==> config.mk <==
export PLATFORM = sky130hd
export DESIGN_NAME = usb_trans_ctrl
export DESIGN_NICKNAME = d
export VERILOG_FILES = /design/src/rtl/usb_trans_ctrl.sv
export SDC_FILE = /design/constraint.sdc
export NUM_CORES = 1
export LEC_CHECK = 0
export ABC_AREA = 0
export CORE_UTILIZATION = 60
export DETAILED_ROUTE_END_ITERATION = 8
export GPL_ROUTABILITY_DRIVEN = 0
export HOLD_SLACK_MARGIN = 0.08
export PLACE_DENSITY_LB_ADDON = 0.1
export SKIP_CTS_REPAIR_TIMING = 1
export SLEW_MARGIN = 25
export SYNTH_ARGS = -nofsm -noshare
export SYNTH_HDL_FRONTEND = slang
export SYNTH_SLANG_ARGS = --single-unit
==> constraint.sdc <==
create_clock -name clk -period 3.1 [get_ports clk]
set_input_delay 0.465 -clock clk [delete_from_list [all_inputs] [get_ports clk]]
set_output_delay 0.465 -clock clk [all_outputs]
set_load 0.02 [all_outputs]
==> src/rtl/usb_trans_ctrl.sv <==
// rtl/usb_trans_ctrl.sv - USB device transaction controller: token decode, data toggles, handshakes.
// Sequences IN/OUT/SETUP transactions per endpoint with bus turnaround and response timeouts.
module usb_trans_ctrl #(
   parameter int EP_N        = 4,
   parameter int TURN_CYC    = 8,
   parameter int TIMEOUT_CYC = 72
) (
   input  logic            clk,
   input  logic            rst,
   input  logic            usb_reset,
   input  logic            rx_pid_valid,
   input  logic [3:0]      rx_pid,
   input  logic [3:0]      rx_ep,
   input  logic            rx_addr_match,
   input  logic            rx_tok_ok,
   input  logic            rx_data_done,
   input  logic            rx_crc_err,
   input  logic            tx_busy,
   output logic            tx_start,
   output logic [3:0]      tx_pid,
   output logic [3:0]      ep_sel,
   input  logic [EP_N-1:0] ep_in_ready,
   input  logic [EP_N-1:0] ep_out_ready,
   input  logic [EP_N-1:0] ep_stall,
   output logic            in_ack,
   output logic            out_commit,
   output logic            setup_rx
);

   localparam logic [3:0] PID_OUT   = 4'b0001;
   localparam logic [3:0] PID_IN    = 4'b1001;
   localparam logic [3:0] PID_SETUP = 4'b1101;
   localparam logic [3:0] PID_DATA0 = 4'b0011;
   localparam logic [3:0] PID_DATA1 = 4'b1011;
   localparam logic [3:0] PID_ACK   = 4'b0010;
   localparam logic [3:0] PID_NAK   = 4'b1010;
   localparam logic [3:0] PID_STALL = 4'b1110;

   localparam int MAX_CYC = (TURN_CYC > TIMEOUT_CYC) ? TURN_CYC : TIMEOUT_CYC;
   localparam int CNT_W   = $clog2(MAX_CYC + 1);
   localparam logic [CNT_W-1:0] TURN_LAST = CNT_W'(TURN_CYC - 1);
   localparam logic [CNT_W-1:0] TMO_LAST  = CNT_W'(TIMEOUT_CYC - 1);

   typedef enum logic [2:0] {
      S_IDLE, S_IN_TURN, S_IN_TX, S_IN_WAIT_HS,
      S_RX_WAIT_DATA, S_RX_DATA, S_HS_TURN, S_HS_TX
   } state_t;

   state_t           state_q, state_d;
   logic [CNT_W-1:0] cnt_q, cnt_d;
   logic [15:0]      toggle_q, toggle_d;
   logic [3:0]       tx_pid_q, tx_pid_d;
   logic [3:0]       ep_sel_q, ep_sel_d;
   logic             is_setup_q, is_setup_d;
   logic             data_tog_q, data_tog_d;
   logic             tx_busy_q;

   // Endpoint vectors widened to 16 so the 4-bit endpoint number indexes them directly.
   logic [15:0] stall_x, in_rdy_x, out_rdy_x;
   assign stall_x   = 16'(ep_stall);
   assign in_rdy_x  = 16'(ep_in_ready);
   assign out_rdy_x = 16'(ep_out_ready);

   logic ep_ok, is_token, tok_hit, tx_fall, cur_tog, is_data;
   assign ep_ok    = ({1'b0, rx_ep} < 5'(EP_N));
   assign is_token = (rx_pid == PID_OUT) || (rx_pid == PID_IN) || (rx_pid == PID_SETUP);
   assign tok_hit  = rx_pid_valid && rx_addr_match && rx_tok_ok && ep_ok && is_token;
   assign is_data  = (rx_pid == PID_DATA0) || (rx_pid == PID_DATA1);
   assign tx_fall  = tx_busy_q && !tx_busy;
   assign cur_tog  = toggle_q[ep_sel_q];

   assign tx_pid = tx_pid_q;
   assign ep_sel = ep_sel_q;

   always_ff @(posedge clk or posedge rst) begin
      if (rst) begin
         state_q    <= S_IDLE;
         cnt_q      <= '0;
         toggle_q   <= '0;
         tx_pid_q   <= 4'b0000;
         ep_sel_q   <= 4'd0;
         is_setup_q <= 1'b0;
         data_tog_q <= 1'b0;
         tx_busy_q  <= 1'b0;
      end else begin
         state_q    <= state_d;
         cnt_q      <= cnt_d;
         toggle_q   <= toggle_d;
         tx_pid_q   <= tx_pid_d;
         ep_sel_q   <= ep_sel_d;
         is_setup_q <= is_setup_d;
         data_tog_q <= data_tog_d;
         tx_busy_q  <= tx_busy;
      end
   end

   always_comb begin
      state_d    = state_q;
      cnt_d      = cnt_q;
      toggle_d   = toggle_q;
      tx_pid_d   = tx_pid_q;
      ep_sel_d   = ep_sel_q;
      is_setup_d = is_setup_q;
      data_tog_d = data_tog_q;
      tx_start   = 1'b0;
      in_ack     = 1'b0;
      out_commit = 1'b0;
      setup_rx   = 1'b0;

      case (state_q)
         S_IDLE: begin
            if (tok_hit) begin
               ep_sel_d = rx_ep;
               cnt_d    = '0;
               if (rx_pid == PID_IN) begin
                  if (stall_x[rx_ep]) begin
                     tx_pid_d = PID_STALL;
                     state_d  = S_HS_TURN;
                  end else if (in_rdy_x[rx_ep]) begin
                     tx_pid_d = toggle_q[rx_ep] ? PID_DATA1 : PID_DATA0;
                     state_d  = S_IN_TURN;
                  end else begin
                     tx_pid_d = PID_NAK;
                     state_d  = S_HS_TURN;
                  end
               end else begin
                  is_setup_d = (rx_pid == PID_SETUP);
                  state_d    = S_RX_WAIT_DATA;
               end
            end
         end
         S_IN_TURN, S_HS_TURN: begin
            // Hold at the last turnaround count until the transmitter is free.
            if (cnt_q == TURN_LAST) begin
               if (!tx_busy) begin
                  tx_start = 1'b1;
                  state_d  = (state_q == S_IN_TURN) ? S_IN_TX : S_HS_TX;
               end
            end else begin
               cnt_d = cnt_q + CNT_W'(1);
            end
         end
         S_IN_TX: begin
            if (tx_fall) begin
               cnt_d   = '0;
               state_d = S_IN_WAIT_HS;
            end
         end
         S_IN_WAIT_HS: begin
            if (rx_pid_valid) begin
               state_d = S_IDLE;
               if (rx_pid == PID_ACK) begin
                  in_ack             = 1'b1;
                  toggle_d[ep_sel_q] = !cur_tog;
               end
            end else if (cnt_q == TMO_LAST) begin
               state_d = S_IDLE;
            end else begin
               cnt_d = cnt_q + CNT_W'(1);
            end
         end
         S_RX_WAIT_DATA: begin
            if (rx_pid_valid) begin
               if (is_data) begin
                  data_tog_d = rx_pid[3];
                  state_d    = S_RX_DATA;
               end else begin
                  state_d = S_IDLE;
               end
            end else if (cnt_q == TMO_LAST) begin
               state_d = S_IDLE;
            end else begin
               cnt_d = cnt_q + CNT_W'(1);
            end
         end
         S_RX_DATA: begin
            if (rx_data_done) begin
               if (rx_crc_err) begin
                  state_d = S_IDLE;
               end else begin
                  cnt_d   = '0;
                  state_d = S_HS_TURN;
                  if (is_setup_q) begin
                     // SETUP must always be accepted, even on a halted endpoint.
                     tx_pid_d           = PID_ACK;
                     out_commit         = 1'b1;
                     setup_rx           = 1'b1;
                     toggle_d[ep_sel_q] = 1'b1;
                  end else if (stall_x[ep_sel_q]) begin
                     tx_pid_d = PID_STALL;
                  end else if (!out_rdy_x[ep_sel_q]) begin
                     tx_pid_d = PID_NAK;
                  end else begin
                     tx_pid_d = PID_ACK;
                     if (data_tog_q == cur_tog) begin
                        out_commit         = 1'b1;
                        toggle_d[ep_sel_q] = !cur_tog;
                     end
                  end
               end
            end
         end
         S_HS_TX: begin
            if (tx_fall) state_d = S_IDLE;
         end
         default: state_d = S_IDLE;
      endcase

      if (usb_reset) begin
         state_d    = S_IDLE;
         cnt_d      = '0;
         toggle_d   = '0;
         tx_pid_d   = 4'b0000;
         ep_sel_d   = 4'd0;
         is_setup_d = 1'b0;
         data_tog_d = 1'b0;
         tx_start   = 1'b0;
         in_ack     = 1'b0;
         out_commit = 1'b0;
         setup_rx   = 1'b0;
      end
   end

endmodule

; ---- Word-level counts from Yosys, hierarchy flattened
; Cells that the tools add are included.
[word_totals]
regBits = 37
inputBits = 29
word_cells = 171
[op_classes]
n_addsub = 1
magnitude_cmp = 4
n_eq_ne = 33
n_mux = 95
bitwise_logic = 1
reduce_logical = 29
[ops]
columns = op, n
row1 = $mux 16, 9
row2 = $mux 4, 14
row3 = $mux 7, 8
row4 = $mux 3, 16
row5 = $ne 3x3->1 const B, 13
row6 = $mux 1, 36
row7 = $pmux 7 s5, 1
row8 = $pmux 16 s2, 1
row9 = $bmux 1 s4, 6
row10 = $pmux 3 s7, 1
row11 = $bwmux 16, 1
row12 = $or 16x16->16, 1
row13 = $reduce_and 8->1, 2
row14 = $eq 3x3->1 const B, 4
row15 = $eq 4x4->1 const B, 3
row16 = $ne 4x4->1 const B, 3
row17 = $lt 4x5->1 const B, 2
row18 = $reduce_bool 2->1, 5
row19 = $eq 4x2->1 const B, 2
row20 = $pmux 4 s2, 1
row21 = $add 7x1->7 const B, 1
row22 = $eq 7x3->1 const B, 1
row23 = $eq 7x7->1 const B, 1
row24 = $eq 3x2->1 const B, 2
row25 = other kinds (18), 29

; ---- Logic depth before layout (Yosys ltp)
; Gate-level depths: netlist of run 1.
[depth]
ltp_word = 13
mapped_depth = 8

; ---- Worst setup path before layout of run 1
; Ideal clock, no wire load.
[synth_path]
path_kind = register to output
startpoint = register ep_sel_q[1], in the netlist ep_sel[1]
endpoint = output port out_commit
t_arrival_ps = 1840
t_required_ps = 2635
path_slack_ps = 795
path_stages_with_launch = 7
path_cell_list = dfrtp_1 > buf_6 > nor3b_2 > a31oi_1 > a2111oi_4 > and3_2 > o21a_1
[synth_between]
elab_chain_cells = 11
word_cells_on_any_way = 15
cone_classes = eq/ne (1) / mux (14)
[synth_rtl]
columns = element, line
row1 = from (decl), 53  ; logic [3:0] ep_sel_q, ep_sel_d;
row2 = from (signal assigned), 90  ; ep_sel_q <= ep_sel_d;
row3 = $bmux 1 s4, 70  ; assign cur_tog = toggle_q[ep_sel_q];
row4 = $mux 1 (implied by the code), 70
row5 = $eq 1x1->1, 195  ; if (data_tog_q == cur_tog) begin
row6 = $mux 1, 195
row7 = $mux 1, 191  ; end else if (!out_rdy_x[ep_sel_q]) begin
row8 = $mux 1 *, 189  ; end else if (stall_x[ep_sel_q]) begin
row9 = $mux 1 *, 183  ; if (is_setup_q) begin
row10 = $mux 1 *, 178  ; if (rx_crc_err) begin
row11 = $mux 1 *, 177  ; if (rx_data_done) begin
row12 = $mux 1 *, 110  ; case (state_q)
row13 = $mux 1 *, 209  ; if (usb_reset) begin
row14 = to (decl), 26  ; output logic out_commit,
; Every way passes the cells marked *; elsewhere a longest branch is shown, timed or not. The select of a mux whose other input is x is not followed.

; ---- Worst setup path after layout of run 1
[layout_path]
startpoint = input port rx_pid[3]
endpoint = output port in_ack
[layout_between]
elab_chain_cells = 5
[layout_rtl]
columns = element, line
row1 = from (decl), 12  ; input logic [3:0] rx_pid,
row2 = $eq 4x2->1, 152  ; if (rx_pid == PID_ACK) begin
row3 = $mux 1, 152
row4 = $mux 1, 150  ; if (rx_pid_valid) begin
row5 = $mux 1, 110
row6 = $mux 1, 209
row7 = to (decl), 25  ; output logic in_ack,
; Every way passes these cells.

==> out/results.md, run 1 <==
### Worst setup path
* **Critical Path RT** 2.63 ns
* **CP max FO** 5
* **source of the critical timing path** rx_pid[3]
* **reg-to-reg startpoint** state_q[2]
* **Critical Path AT** 2.43 ns
* **Worst Setup Path Type** in2out
* **crit start category** input port
* **Worst setup EP type** output port

### Logic synthesis
* **number of storage elements in the synthesis netlist** 37
* **Yosys warning total** 0
* **synthesized instance count** 329
* **library cell with the largest summed area after synthesis** dfrtp_1
* **list of most frequent post-synthesis cells** dfrtp_1, nor2_1, nand2_1, a21oi_1, o21ai_0
* **post-synthesis net count** 359
* **post-synthesis cell area** 2980 um^2
* **asr flop ratio synth** 100%
* **predominant post-synthesis flop cell** dfrtp_1
* **number of distinct library cells after synthesis** 76
* **post-synthesis sequential area ratio** 31.1%
* **most area-consuming cells after synthesis** dfrtp_1, nor2_1, mux4_2
* **number of synthesized flops with an enable pin** 0
* **area share of the largest cell type after synthesis** 31.1%
* **Mapped Avg Cell Area** 9.04 um^2
* **most frequent cell after synthesis** dfrtp_1

### GRT
* **number of global-route vias before repair** 2650
* **first-pass GRT wire length** 12800 um
* **total global routing overflow** 0
* **number of antenna violations at the first check in global routing** 0
* **pin count of the biggest net entering global routing** 23
* **GRT Util Overall** 31.8%

### Die
* **core area** 4750 um^2
* **die area** 5240 um^2
* **die extent in y** 72.4 um
* **num ports** 41
* **number of placement rows** 25
* **effective utilization at floorplan** 62.6%
* **DIE WIDTH** 72.4 um

### Final layout
* **fraction of layout cells with a size suffix above 1** 19.2%
* **Post-layout nets** 404
* **antenna diode count** 0
* **sequential cell area** 927 um^2
* **number of filler cells placed in the layout** 386
* **multi-input gate area in the final layout** 1820 um^2
* **area growth from synthesis to layout** 18.1%

### Outcome
* **status** finished, final reports clean

### Timing
* **Final Setup Violations** 0
* **Max Transition Viols Final** 0
* **worst clock skew** 0.0103 ns
* **Max-Slew Margin vs Limit** 43.6%
* **maximum clock rate** 0.345 GHz
* **final setup slack of the worst path** 0.200 ns
* **pin slew with the least headroom to its limit** 0.845 ns
* **minimum clock period** 2.90 ns
* **RSZ-0062 raised after global routing** no
* **Hold Vio Cnt, Final** 0
* **post-route clock period utilization** 93.5%

### Power
* **sequential cell fraction of total power** 38.9%
* **worst vdd rail ir drop** 0.380 mV
* **Static Leak** 0.00137 uW
* **net switching power** 560 uW
* **Final Total Pwr** 1530 uW
* **Power Internal** 974 uW
* **combinational group share of total power** 36.3%
* **power share of the clock group** 24.8%
* **Pwr Density** 437 nW/um^2
* **fraction of power spent switching nets** 36.5%

### Routing
* **mean number of vias per cell** 6.31
* **routed length per placed instance** 17.2 um
* **via count** 2789
* **count of unresolved DRC violations after routing** 0
* **DRT Pass-1 Iters** 5
* **number of design-rule violations left by the first detailed-router iteration** 351
* **total wire length** 7610 um
* **antenna-violating nets left** 0

### Clocking
* **largest buffer count on any clock path** 2
* **clock tree from TritonCTS** yes
* **Clock Pin Slew Worst Setup and Hold Paths** 0.08 ns
* **htree depth** 2
* **Skew-Pair Late Insertion Delay** 0.30 ns
* **CTS Buf Count** 5
* **cell at the root of the clock tree** clkbuf_8
* **clk sink count** 37

### Place
* **sum of net half-perimeters after detailed placement** 5670 um
* **count of buffers inserted at the top-level ports** 40
* **worst setup slack before clock tree synthesis** 0.103 ns

### Worst hold path
* **Min-Delay Startpoint** tx_pid[2]
* **classification of the worst-slack hold path** reg2reg

### Job
* **count of maximum capacitance violations** 0

stage by stage:
step	setup TNS (ns)	util [%]	hold slack (ns)	area (um^2)	std cells
finish	0	73.9	0.509	3510	442
floorplan	0	-	0.468	2980	329
global route	0	73.9	0.538	3510	442
detailed placement	0	71.7	0.496	3410	434
global placement	0	71.7	0.491	3410	434
CTS	-0.0326	73.8	0.514	3510	442
worst max-delay path, stage by stage:
cell	delay [ns]
clkdlybuf4s50_1	0.48
nor4b_1	0.34
and4_1	0.36
and3_1	0.19
clkdlybuf4s50_1	0.60
final timing paths:
check                              end  slack, ns  cells after the start
setup reg to reg           toggle_q[3]       0.79                      6
hold / removal               tx_pid[2]       0.51                      1
hold reg to reg              tx_pid[2]       0.51                      1
max in group asynchronous     cnt_q[1]       1.82                      3
setup / recovery                in_ack       0.20                      5
min in group asynchronous     cnt_q[4]       0.64                      2
sequential cells by signal, summed over array words and instances (netlist names):
name        count
ep_sel          4
state_q         3
toggle_q       16
cnt_q           7
is_setup_q      1
data_tog_q      1
tx_busy_q       1
tx_pid          4
cells in the final DEF, fill, tap and decap left out, types with 3 or more instances in the layout:
| master | netlist | routed |
|---|---|---|
| a211oi_1 | 3 | 3 |
| mux2_2 | 6 | 6 |
| or3_1 | 5 | 5 |
| o21ai_0 | 15 | 14 |
| nor3_1 | 9 | 9 |
| nand2_1 | 26 | 26 |
| or2b_2 | 3 | 3 |
| a31oi_1 | 6 | 6 |
| nand4b_1 | 3 | 3 |
| nor4_1 | 7 | 7 |
| inv_1 | 12 | 12 |
| or2_2 | 3 | 3 |
| and2_1 | 5 | 5 |
| mux2i_1 | 4 | 4 |
| clkbuf_8 | 7 | 7 |
| nor2_1 | 31 | 31 |
| mux4_2 | 5 | 5 |
| nor3b_1 | 3 | 3 |
| o31ai_1 | 14 | 14 |
| buf_4 | 3 | 18 |
| nand2b_1 | 10 | 10 |
| dfrtp_1 | 37 | 36 |
| a21o_1 | 3 | 3 |
| nor2b_1 | 4 | 4 |
| clkdlybuf4s50_1 | 0 | 39 |
| a21oi_1 | 19 | 19 |
| o21ai_1 | 11 | 12 |
| nand3_1 | 7 | 7 |
| nand3b_1 | 4 | 4 |
routing by layer:
| layer | up-vias | share of wire, % | global-route usage (%) |
|---|---|---|---|
| met4 | 0 | 1.3 | 9.15 |
| met1 | 1348 | 45 | 42.1 |
| li1 | 1327 | - | - |
| met3 | 11 | 5.0 | 6.53 |
| met5 | - | 0 | 0 |
| met2 | 103 | 49 | 52.9 |
kinds of logic after synthesis:
group	Yosys count	synth area share, %
fa+ha+maj	1	0.420
compound gates	101	25.3
flops	37	31.1
mux	16	7.91
buf+inv	32	7.78
xor+xnor	1	0.294
simple gates	141	27.2
power groups by stage:
stage	combinational (uW)	sequential (uW)	clock, uW
global route	623	606	403
floorplan	442	568	0
finish	557	596	380
CTS	554	594	387
global placement	538	604	0
detailed placement	547	604	0
final cells by class:
cell class	count	share of cell area (%)
Tap cell	67	2.39
Clock inverter	1	0.142
Timing Repair Buffer	58	15.3
Multi-Input combinational cell	260	51.7
Clock buffer	7	2.74
Inverter	12	1.28
Sequential cell	37	26.4
Note: power is estimated with default switching activity, not from simulation.
==> inputs of run 2 (changes only) <==
--- a/config.mk
+++ b/config.mk
@@ -6,7 +6,9 @@
 export NUM_CORES = 1
 export LEC_CHECK = 0
 export ABC_AREA = 0
-export CORE_UTILIZATION = 60
+export CAP_MARGIN = 40
+export CORE_UTILIZATION = 62
+export CTS_BUF_LIST = sky130_fd_sc_hd__clkbuf_8
 export DETAILED_ROUTE_END_ITERATION = 8
 export GPL_ROUTABILITY_DRIVEN = 0
 export HOLD_SLACK_MARGIN = 0.08
==> run 2 against run 1 <==
  * The flow now finishes with violations (DRC)
  * Sequential cell count stayed put
  * Largest cell class unchanged
  * Clock power shrank 9.5%
  * Via count shrank 0.32%
  * Clock skew is 0.00086 ns lower
  * Sequential power shrank 5.0%
  * First-iteration DRC count decreased by 26%
==> out/results.md, run 2 (synthesis results as in run 1) <==
### Die
* **die area** 5080 um^2, -3.1%
* **core area** 4470 um^2, -5.9%
* **DIE WIDTH** 71.3 um, -1.6%
* **effective utilization at floorplan** 66.5%, +3.9 points
* **die extent in y** 71.3 um, -1.6%
* **num ports** 41, unchanged
* **number of placement rows** 24, -4.0%

### Final layout
* **number of flip-flops in the largest register** 16, unchanged
* **fraction of layout cells with a size suffix above 1** 18.8%, -0.38 points
* **Post-layout nets** 401, -0.74%
* **commonest non-fill, non-tap cells in the layout** clkdlybuf4s50_1, dfrtp_1, nor2_1
* **register with the most flip-flops** toggle_q
* **antenna diode count** 0, unchanged
* **final design utilization** 77.3%, +3.4 points
* **registers with the most flip-flops** toggle_q x16, cnt_q x7
* **most frequent standard cell in the layout excluding fill and tap cells** clkdlybuf4s50_1
* **area growth from synthesis to layout** 16.2%

### GRT
* **GRT Util Overall** 31.9%, +0.095 points
* **number of global-route vias before repair** 2663, +0.49%
* **pin count of the biggest net entering global routing** 38, +65%
* **number of antenna violations at the first check in global routing** 0, unchanged
* **total global routing overflow** 0, unchanged
* **first-pass GRT wire length** 12800 um, +0.38%

### Power
* **Static Leak** 0.00134 uW, -2.1%
* **Pwr Density** 436 nW/um^2, -0.23%
* **worst vdd rail ir drop** 0.451 mV, +19%

### Place
* **count of buffers inserted at the top-level ports** 40, unchanged
* **sum of net half-perimeters after detailed placement** 5540 um, -2.3%

### Outcome
* **violated checks** DRC
* **status** complete, but fails checks

### Routing
* **via count** 2780, -0.32%
* **DRT Pass-1 Iters** 9, +4
* **count of unresolved DRC violations after routing** 7, +7
* **number of design-rule violations left by the first detailed-router iteration** 259, -26%
* **total wire length** 7630 um, +0.21%
* **antenna-violating nets left** 0, unchanged
* **mean number of vias per cell** 6.56, +3.9%
* **routed length per placed instance** 18.0 um, +4.5%

### Worst setup path
* **Critical Path RT** 2.63 ns, about the same
* **Critical Path AT** 2.38 ns, -0.05 ns
* **cell seen most often among critical-path stages** clkdlybuf4s50_1
* **critical-path cell list** clkdlybuf4s50_1 -> nor4b_1 -> and4_1 -> and3_1 -> clkdlybuf4s50_1
* **crit start category** input port
* **Worst setup EP type** output port
* **CP max FO** 5, unchanged
* **worst reg2reg setup slack** 0.80 ns, about the same
* **CP peak stage delay** 0.60 ns, about the same
* **slowest stage cell, crit path** clkdlybuf4s50_1
* **Worst Setup Path Type** in2out

### Timing
* **Hold Vio Cnt, Final** 0, unchanged
* **worst clock skew** 0.00942 ns, -0.000859 ns
* **tightest hold margin** 0.511 ns, +0.00191 ns
* **pin slew with the least headroom to its limit** 0.621 ns, -0.224 ns
* **minimum clock period** 2.85 ns, -0.0502 ns
* **Max-Slew Margin vs Limit** 58.3%, +15 points
* **post-route setup TNS** 0 ns, unchanged
* **Final Setup Violations** 0, unchanged
* **post-route clock period utilization** 91.9%, -1.6 points
* **RSZ-0062 raised after global routing** no
* **Max Transition Viols Final** 0, unchanged
* **maximum clock rate** 0.351 GHz, +1.8%

### Clocking
* **largest buffer count on any clock path** 2, unchanged
* **cell at the root of the clock tree** clkbuf_8
* **htree depth** 2, unchanged
* **clock tree from TritonCTS** yes
* **Skew-Pair Late Insertion Delay** 0.30 ns, about the same
* **CTS Buf Count** 5, unchanged
* **clk sink count** 37, unchanged
* **Clock Pin Slew Worst Setup and Hold Paths** 0.08 ns, about the same

### Job
* **count of maximum capacitance violations** 0, unchanged

### Worst hold path
* **classification of the worst-slack hold path** reg2reg

[run 2: layout make-up]
| class | instances | area (um^2) |
|---|---|---|
| Multi-Input combinational cell | 260 | 1820 |
| Fill cell | 322 | 1020 |
| Sequential cell | 37 | 928 |
| Timing Repair Buffer | 55 | 515 |
| Clock buffer | 5 | 68.8 |
| Tap cell | 52 | 65.1 |
| Inverter | 12 | 45.0 |
| Clock inverter | 3 | 17.5 |
[run 2: metrics by stage]
| step | instances | worst slack [ns] | area, um^2 | power (uW) |
|---|---|---|---|---|
| final | 424 | 0.251 | 3460 | 1510 |
| after global routing | 424 | 0.151 | 3460 | 1590 |
| after CTS | 424 | 0.0375 | 3450 | 1500 |
| after detailed placement | 416 | 0.0860 | 3370 | 1160 |
| after global placement | 416 | 0.146 | 3370 | 1150 |
| after floorplan | 329 | 0.795 | 2980 | 1010 |
[run 2: final timing paths]
check	start	cells after the start	to
max in group asynchronous	rst	3	ep_sel[1]
max reg2reg	state_q[0]	6	toggle_q[14]
min	toggle_q[4]	2	toggle_q[4]
min reg2reg	toggle_q[4]	2	toggle_q[4]
max	rx_pid[3]	5	in_ack
min in group asynchronous	rst	3	toggle_q[11]
[run 2: metal layers]
metal	share of wire, %	up-vias	routed length, um	GRT usage (%)
li1	-	1320	-	-
met1	44	1309	3380	46.4
met2	46	129	3500	50.1
met3	7.9	22	605	4.36
met4	1.9	0	143	9.56
met5	0	-	0	0
[run 2: report_power, final]
part	internal [uW]	total, uW	switching [uW]
Sequential	520	566	46.5
Clock	155	344	189
Combinational	254	596	341
[run 2: critical path, delay by kind of cell]
kind / cells / cell delay [ns]
simple gates: 3 / 0.85
buf+inv: 2 / 1.07
==> inputs of run 3 (changes only) <==
--- a/config.mk
+++ b/config.mk
@@ -7,12 +7,15 @@
 export LEC_CHECK = 0
 export ABC_AREA = 0
 export CAP_MARGIN = 40
+export CORE_ASPECT_RATIO = 1.5
 export CORE_UTILIZATION = 62
 export CTS_BUF_LIST = sky130_fd_sc_hd__clkbuf_8
 export DETAILED_ROUTE_END_ITERATION = 8
 export GPL_ROUTABILITY_DRIVEN = 0
 export HOLD_SLACK_MARGIN = 0.08
 export PLACE_DENSITY_LB_ADDON = 0.1
+export REMOVE_ABC_BUFFERS = 1
+export SETUP_SLACK_MARGIN = 0.05
 export SKIP_CTS_REPAIR_TIMING = 1
 export SLEW_MARGIN = 25
 export SYNTH_ARGS = -nofsm -noshare
==> run 3 against run 2 <==
  * The flow now finishes without violations
  * Clock skew hardly changed
  * Design area is 0.87% higher
  * First-iteration DRC count is 34% lower
  * Power is 4.7% higher
  * Core utilization is 1.1 points lower
  * Worst hold slack better by 0.0065 ns
  * Critical path depth stayed put
  * Die area is 0.11% higher
  * Via count is 0.76% higher
  * Critical path type unchanged
==> out/results.md, run 3 (synthesis results as in run 1) <==
### Timing
* **Hold Vio Cnt, Final** 0, unchanged
* **Final Setup Violations** 0, unchanged
* **maximum clock rate** 0.342 GHz, -2.6%
* **Max Transition Viols Final** 0, unchanged
* **worst clock skew** 0.00911 ns, -0.000304 ns
* **post-route clock period utilization** 94.3%, +2.4 points
* **minimum clock period** 2.92 ns, +0.0751 ns
* **post-route setup TNS** 0 ns, unchanged
* **RSZ-0062 raised after global routing** no
* **Max-Slew Margin vs Limit** 50.0%, -8.3 points
* **pin slew with the least headroom to its limit** 0.745 ns, +0.124 ns

### GRT
* **number of antenna violations at the first check in global routing** 0, unchanged
* **pin count of the biggest net entering global routing** 24, -37%
* **total global routing overflow** 0, unchanged
* **first-pass GRT wire length** 13200 um, +2.6%
* **number of global-route vias before repair** 2802, +5.2%
* **GRT Util Overall** 34.0%, +2.1 points

### Worst setup path
* **crit start category** input port
* **Crit path buffers/inverters** 2, unchanged
* **Worst path depth** 5, unchanged
* **CP peak stage delay** 0.60 ns, about the same
* **Worst setup EP type** output port
* **Critical Path RT** 2.63 ns, about the same
* **Critical Path AT** 2.46 ns, +0.08 ns
* **cell seen most often among critical-path stages** clkdlybuf4s50_1
* **critical-path cell list** clkdlybuf4s50_1 -> nor4b_1 -> and4_1 -> and3_1 -> clkdlybuf4s50_1
* **slowest stage cell, crit path** clkdlybuf4s50_1
* **Worst Setup Path Type** in2out
* **number of cells on the worst reg-to-reg path** 6, unchanged
* **CP max FO** 5, unchanged
* **dominant delay contributor by cell family on the critical path** buffers and inverters

### Routing
* **routed length per placed instance** 18.1 um, +0.71%
* **DRT Pass-1 Iters** 5, -4
* **met1 layer wirelength in the final routing** 3010 um, -11%
* **count of unresolved DRC violations after routing** 0, -7
* **met2 wire length** 4230 um, +21%
* **WL met3** 396 um, -35%
* **number of design-rule violations left by the first detailed-router iteration** 171, -34%
* **total wire length** 7880 um, +3.3%
* **top routing layer in use** met4
* **mean number of vias per cell** 6.44, -1.8%
* **antenna-violating nets left** 0, unchanged
* **via count** 2801, +0.76%

### Die
* **core area** 4580 um^2, +2.3%
* **number of placement rows** 30, +25%
* **die extent in y** 86.8 um, +22%
* **DIE WIDTH** 58.6 um, -18%
* **num ports** 41, unchanged
* **effective utilization at floorplan** 65.0%, -1.5 points
* **die area** 5090 um^2, +0.11%

### Final layout
* **register with the most flip-flops** toggle_q
* **area growth from synthesis to layout** 17.2%
* **Post-layout nets** 401, unchanged
* **Post-Layout Cell Count** 435, +2.6%
* **commonest non-fill, non-tap cells in the layout** clkdlybuf4s50_1, dfrtp_1, nor2_1
* **antenna diode count** 0, unchanged
* **most frequent standard cell in the layout excluding fill and tap cells** clkdlybuf4s50_1
* **registers with the most flip-flops** toggle_q x16, cnt_q x7
* **fraction of layout cells with a size suffix above 1** 18.1%, -0.76 points
* **number of filler cells placed in the layout** 363, +13%
* **number of flip-flops in the largest register** 16, unchanged

### Clocking
* **clk sink count** 37, unchanged
* **clock tree from TritonCTS** yes
* **largest buffer count on any clock path** 2, unchanged
* **Clock Pin Slew Worst Setup and Hold Paths** 0.08 ns, about the same
* **Skew-Pair Late Insertion Delay** 0.30 ns, about the same
* **htree depth** 2, unchanged
* **CTS Buf Count** 5, unchanged
* **cell at the root of the clock tree** clkbuf_8

### Place
* **count of buffers inserted at the top-level ports** 40, unchanged
* **sum of net half-perimeters after detailed placement** 5830 um, +5.2%
* **Inst Count DP** 428, +2.9%

### Power
* **Pwr Density** 452 nW/um^2, +3.8%
* **worst vdd rail ir drop** 0.486 mV, +7.8%
* **Static Leak** 0.00135 uW, +1.1%

### Outcome
* **status** finished, final reports clean

### Job
* **count of maximum capacitance violations** 0, unchanged

### Worst hold path
* **classification of the worst-slack hold path** in2async

[run 3: worst register-to-register path: cells and delay by family, from the launching register on]
kind | cells | cell delay, ns
buf+inv | 1 | 0.16
simple gates | 2 | 0.45
compound gates | 3 | 0.92
flops | 1 | 0.68
[run 3: worst paths after layout]
path                       slack (ns)  startpoint      endpoint
setup / recovery                 0.18   rx_pid[3]        in_ack
hold / removal                   0.52         rst  toggle_q[11]
setup reg to reg                 0.76  state_q[2]   toggle_q[3]
hold reg to reg                  0.52    cnt_q[4]      cnt_q[4]
max in group asynchronous        1.84         rst      cnt_q[5]
min in group clk                 0.52    cnt_q[4]      cnt_q[4]
[run 3: area by class of cell]
type | count | area (um^2) | share of cell area (%)
well taps | 64 | 80.1 | 2.30
clock buffers | 5 | 68.8 | 1.97
flip-flops and latches | 37 | 926 | 26.5
repair buffers | 55 | 515 | 14.8
multi-input cells | 260 | 1820 | 52.1
clock inverters | 2 | 35.0 | 1.00
inverters | 12 | 45.0 | 1.29
[run 3: stage by stage]
stage	setup slack [ns]	cell area (um^2)	total power [uW]	hold WS [ns]	utilization (%)
after floorplan	0.507	2790	956	0.468	-
after global placement	0.127	3380	1150	0.488	73.9
after detailed placement	0.0485	3380	1160	0.505	73.9
after CTS	0.0343	3490	1570	0.524	76.1
after global routing	0.142	3490	1660	0.551	76.2
final	0.176	3490	1580	0.518	76.2
[run 3: report_power, final]
group,switching [uW],leakage [uW],internal (uW)
Combinational,333,0.000790,257
Clock,180,0.0000540,234
Sequential,52.4,0.000509,520
[run 3: metal layers]
layer / track usage, % / vias up
met2: 61.5 / 109
li1: - / 1318
met1: 38.6 / 1346
met5: 0 / -
met4: 14.3 / 0
met3: 5.82 / 28
==> edit 1, RTL diff (settings of run 3) <==
Reset style: synchronous (`rst`), changed in one clocked block.
--- a/src/rtl/usb_trans_ctrl.sv
+++ b/src/rtl/usb_trans_ctrl.sv
@@ -74,3 +74,3 @@
 
-   always_ff @(posedge clk or posedge rst) begin
+   always_ff @(posedge clk) begin
       if (rst) begin
Function: differs if rst is asserted again (counterexample within 4 cycles, from zero or initial values and one cycle with rst high); with rst held inactive, the same outputs for 10 cycles.
==> edit 1 against run 3 <==
  * Worst setup slack gained 120 ps
  * Final area shrank 14%
  * Highest routed layer unchanged
  * Critical path depth grew 1
  * Synthesized area shrank 19%
  * Sequential cell count is the same
  * Routed wire length shrank 13%
Power is not compared: it rests on default switching activity, and its combinational part moved more than twofold at a synthesized area within 25%.
==> edit 1: results (changes against run 3) <==
| Item | Value | vs run 3 |
| --- | --- | --- |
| Via count normalized by instance count | 6.36 | was 6.44 |
| Critical R2R Launch | ep_sel[0] | was state_q[2] |
| Sink of the worst hold path | toggle_q[15] |  |
| Number of global-route vias before repair | 2417 | was 2802 |
| Slack of the worst reg-to-reg path | 570 ps | was 760 ps |
| Highest-delay cell along the critical path | mux4_2 | was clkdlybuf4s50_1 |
| Proportion of layout cells with a drive suffix above 1 | 0.124 | was 0.181 |
| Routed wl met3 | 285 microns | was 396 microns |
| Delay of the slowest cell on the worst path | 520 ps | was 600 ps |
| Largest cells by area after synthesis | dfxtp_1 31%, mux4_2 5.6%, nor2_1 4.8% | was dfrtp_1 31%, nor2_1 3.9%, mux4_2 3.8% |
| Met2 track demand over resource in global routing | 0.642 | was 0.615 |
| Top post-synthesis cells by count | 37 x dfxtp_1, 31 x nor2_1, 21 x nand3_1 | was 37 x dfrtp_1, 31 x nor2_1, 26 x nand2_1 |
| Library cells used by synthesis | 55 | was 76 |
| Post-DP Area | 2910 sq um | was 3380 sq um |
| Number of standard-cell rows in the floorplan | 27 | was 30 |
| Drt first pass iters | 4 | was 5 |
| Top fanout value on the critical path | 6 | was 5 |
| Met1 Routed Length | 2620 microns | was 3010 microns |
| Share of final layout cell area taken by clock buffers and inverters | 0.0276 | was 0.0298 |
| Setup Skew | 2.75 ps | was 9.11 ps |
| Number of design-rule violations left by the first detailed-router iteration | 105 | was 171 |
| Multi-input comb cells | 234 | was 260 |
| Path category of the worst min-delay check | flop to flop | was primary input to asynchronous set/reset pin |
| Status | complete, no violations | unchanged |
| Sequential standard cell area | 742 sq um | was 926 sq um |
| Sequential share of cell area | 0.248 | was 0.265 |
| PnR worst setup slack | 293 ps | was 176 ps |
| Seq/Total Area, Yosys | 0.307 | was 0.311 |
| Share of synthesized registers carrying an async set or reset | 0 | was 1.00 |
| Detailed-route wire length per cell | 17.9 microns | was 18.1 microns |
| Met2 routed wirelength | 3730 microns | was 4230 microns |
| First-pass GRT wire length | 10800 microns | was 13200 microns |
| Pin count of the biggest net entering global routing | 19 | was 24 |
| Total Nets Final | 369 | was 401 |
| Largest delay contributor family on the critical path | multiplexers | was buffers and inverters |
| Number of instances in the placed design | 375 | was 428 |
| Filler Cells Inserted | 271 | was 363 |
| Proportion of cell area occupied by multi-input gates | 0.526 | was 0.521 |
| Met1 Resource Use GR | 0.376 | was 0.386 |
| Post-place setup slack | 135 ps | was 48.5 ps |
| Signal buf overhead | 0.175 | was 0.148 |
| Non-clock buffer total of the final layout | 56 | was 55 |
| Final wirelength | 6860 microns | was 7880 microns |
| Worst EP arrival | 2340 ps | was 2460 ps |
| Met3 Resource Use GR | 0.0523 | was 0.0582 |
| Hold Worst Slack | 460 ps | was 518 ps |
| Mean post-synth cell area | 8.26 sq um | was 9.04 sq um |
| Buffers from clock root to sink, at most | 2 | unchanged |
| Relative slew slack | 0.488 | was 0.500 |
| Detailed-placement wirelength estimate | 5130 microns | was 5830 microns |
[edit 1: cell types whose count changed in the layout (fill, tap and decap cells not counted), sizes merged, moves of 11 or more]
cell,run 3,this run
a21oi,21,8
dfxtp,0,37
nand3,7,21
nor2b,4,15
nand4,1,13
dfrtp,37,0
o31ai,14,0
[edit 1: power by group through the flow]
| stage | clock, mW | sequential, mW | combinational [mW] |
|---|---|---|---|
| floorplan | 0 | 0.490 | 0.0365 |
| global placement | 0 | 0.489 | 0.0971 |
| detailed placement | 0 | 0.489 | 0.0993 |
| CTS | 0.326 | 0.478 | 0.101 |
| global route | 0.346 | 0.478 | 0.108 |
| finish | 0.326 | 0.478 | 0.102 |
[edit 1: logic make-up after synthesis]
| group | share of synthesized area |
|---|---|
| simple gates | 0.339 |
| compound gates | 0.187 |
| flops | 0.307 |
| buf+inv | 0.0389 |
| mux | 0.101 |
| xor+xnor | 0.0218 |
| fa+ha+maj | 0.00519 |
==> edit 2, RTL diff (flow settings as in run 3) <==
Without the edit above. Change the parameter `TURN_CYC` from 8 to 4.
--- a/src/rtl/usb_trans_ctrl.sv
+++ b/src/rtl/usb_trans_ctrl.sv
@@ -4,3 +4,3 @@
    parameter int EP_N        = 4,
-   parameter int TURN_CYC    = 8,
+   parameter int TURN_CYC    = 4,
    parameter int TIMEOUT_CYC = 72
Formal check against the unedited RTL: not equivalent (Yosys sat finds a counterexample within 10 cycles, from zero or initial values and one cycle with rst high).
==> edit 2 against run 3 <==
  * Power fell by 9.4%
  * Count of clock-buffer cells in the layout rose by 1
  * Worst setup slack improved by 160 ps
  * Clock power rose by 9.9%
  * Sequential power fell by 4.7%
  * Sequential cell count did not move
  * Synthesized area fell by 11%
  * Non-clock buffer count rose by 2
  * Final area fell by 5.4%
  * Die area fell by 11%
  * Worst hold slack got worse by 14 ps
  * Routed wire length rose by 2.2%
==> edit 2: results (changes against run 3) <==
| Item | Value | vs run 3 |
| --- | --- | --- |
| Relative slew slack | 0.579 | was 0.500 |
| Htree depth | 2 | unchanged |
| Setup Skew | 9.61 ps | was 9.11 ps |
| Post-Layout Cell Count | 404 | was 435 |
| IR drop worst, VDD | 0.420 mV | was 0.486 mV |
| Pin count of the biggest net entering global routing | 38 | was 24 |
| Lkg Pwr | 1.33 nW | was 1.35 nW |
| Share of synthesized registers carrying an async set or reset | 1.00 | unchanged |
| Power in sequential cells | 545 uW | was 572 uW |
| Final wirelength | 8050 microns | was 7880 microns |
| Root buffer cell | clkbuf_8 | unchanged |
| Library cells used by synthesis | 54 | was 76 |
| Global Route Usage Sum | 0.377 | was 0.340 |
| Number of warning messages in the yosys log | 0 | unchanged |
| Worst-skew pair later-pin latency | 300 ps | about the same |
| Via Count | 2780 | was 2801 |
| Largest delay contributor family on the critical path | buffers and inverters | unchanged |
| Power share of the combinational group | 0.300 | was 0.375 |
| Largest cells by area after synthesis | dfrtp_1 35%, o21ai_0 6.6%, a21oi_1 4.5% | was dfrtp_1 31%, nor2_1 3.9%, mux4_2 3.8% |
| Number of global-route vias before repair | 2761 | was 2802 |
| Adder and majority cell fraction of the synthesized area | 0.00472 | was 0.00421 |
| CTS Buf Count | 5 | unchanged |
| Status | complete, no violations | unchanged |
| Detailed-placement wirelength estimate | 5840 microns | was 5830 microns |
| Number of antenna violations at the first check in global routing | 0 | unchanged |
| Path category of the worst min-delay check | flop to flop | was primary input to asynchronous set/reset pin |
| Synth Area in XOR/XNOR | 0.00330 | was 0.00294 |
| Highest-delay cell along the critical path | dfrtp_1 | was clkdlybuf4s50_1 |
| Seq/Total Area, Yosys | 0.349 | was 0.311 |
| Top fanout value on the critical path | 17 | was 5 |
| Proportion of layout cells with a drive suffix above 1 | 0.148 | was 0.181 |
| Drt first pass iters | 7 | was 5 |
| IO Port Bufs | 40 | unchanged |
| Top post-synthesis cells by count | 37 x dfrtp_1, 35 x o21ai_0, 25 x nor2_1 | was 37 x dfrtp_1, 31 x nor2_1, 26 x nand2_1 |
| Post-DP Area | 3170 sq um | was 3380 sq um |
| Cells after synthesis | 309 | was 329 |
| Delay of the slowest cell on the worst path | 710 ps | was 600 ps |
| Clock transition at the registers of the reported paths | 80 ps | about the same |
| Fraction of the mapped netlist area in compound gates | 0.272 | was 0.253 |
| First-pass GRT wire length | 13200 microns | about the same |
| Mux share of post-synthesis cell area | 0.0825 | was 0.0791 |
| Sequential standard cell area | 927 sq um | was 926 sq um |
| Net switching power | 491 uW | was 566 uW |
| Number of endpoints failing setup at the final stage | 0 | unchanged |
| P_int | 936 uW | was 1.01 mW |
| ANT cells | 0 | unchanged |
| Buffers from clock root to sink, at most | 2 | unchanged |
| Largest registers ranked by flip-flop count | toggle_q: 16 flops, cnt_q: 7 flops | unchanged |
| Number of design-rule violations left by the first detailed-router iteration | 288 | was 171 |
| Filler Cells Inserted | 251 | was 363 |
| Post-place setup slack | 209 ps | was 48.5 ps |
| Total Nets Final | 388 | was 401 |
| Predominant post-synthesis flop cell | dfrtp_1 | unchanged |
edit 2: changes by cell type in the layout (fill, tap and decap cells not counted), moves of 6 or more:
cell / change
nor2_1: -6
o31ai_1: -13
o21ai_0: +20
nand2_1: -7
o21ai_1: -9
nor2b_1: +12
edit 2: area by class of cell:
| cell class | instances | share of cell area |
|---|---|---|
| inverter | 9 | 0.0102 |
| clock buffer | 6 | 0.0250 |
| multi-input combinational | 248 | 0.494 |
| tap | 45 | 0.0171 |
| clock inverter | 2 | 0.0114 |
| timing repair buffer | 57 | 0.161 |
| sequential | 37 | 0.281 |
edit 2: final timing paths:
check | start | end | slack (ps) | cells past startpoint
setup / recovery | state_q[0] | setup_rx | 330 | 6
hold / removal | toggle_q[8] | toggle_q[8] | 500 | 2
setup reg to reg | ep_sel[0] | toggle_q[9] | 670 | 6
hold reg to reg | toggle_q[8] | toggle_q[8] | 500 | 2
max in group asynchronous | rst | ep_sel[1] | 2130 | 3
min in group asynchronous | rst | cnt_q[5] | 570 | 3
edit 2: worst reg2reg max path, cell delays in order (launching register included):
cell      delay, ps
dfrtp_1         560
buf_4           210
mux4_2          530
and2_1          180
a31oi_1         400
nand3b_1        290
o21ai_0         140
edit 2: layer usage:
metal  routed length [microns]  GRT usage  share of wire  vias to the layer above
li1                          -          -              -                     1267
met1                      2990      0.413           0.37                     1313
met2                      4180      0.687           0.52                      155
met3                       502     0.0732          0.062                       45
met4                       386      0.213          0.048                        0
met5                         0          0              0                        -
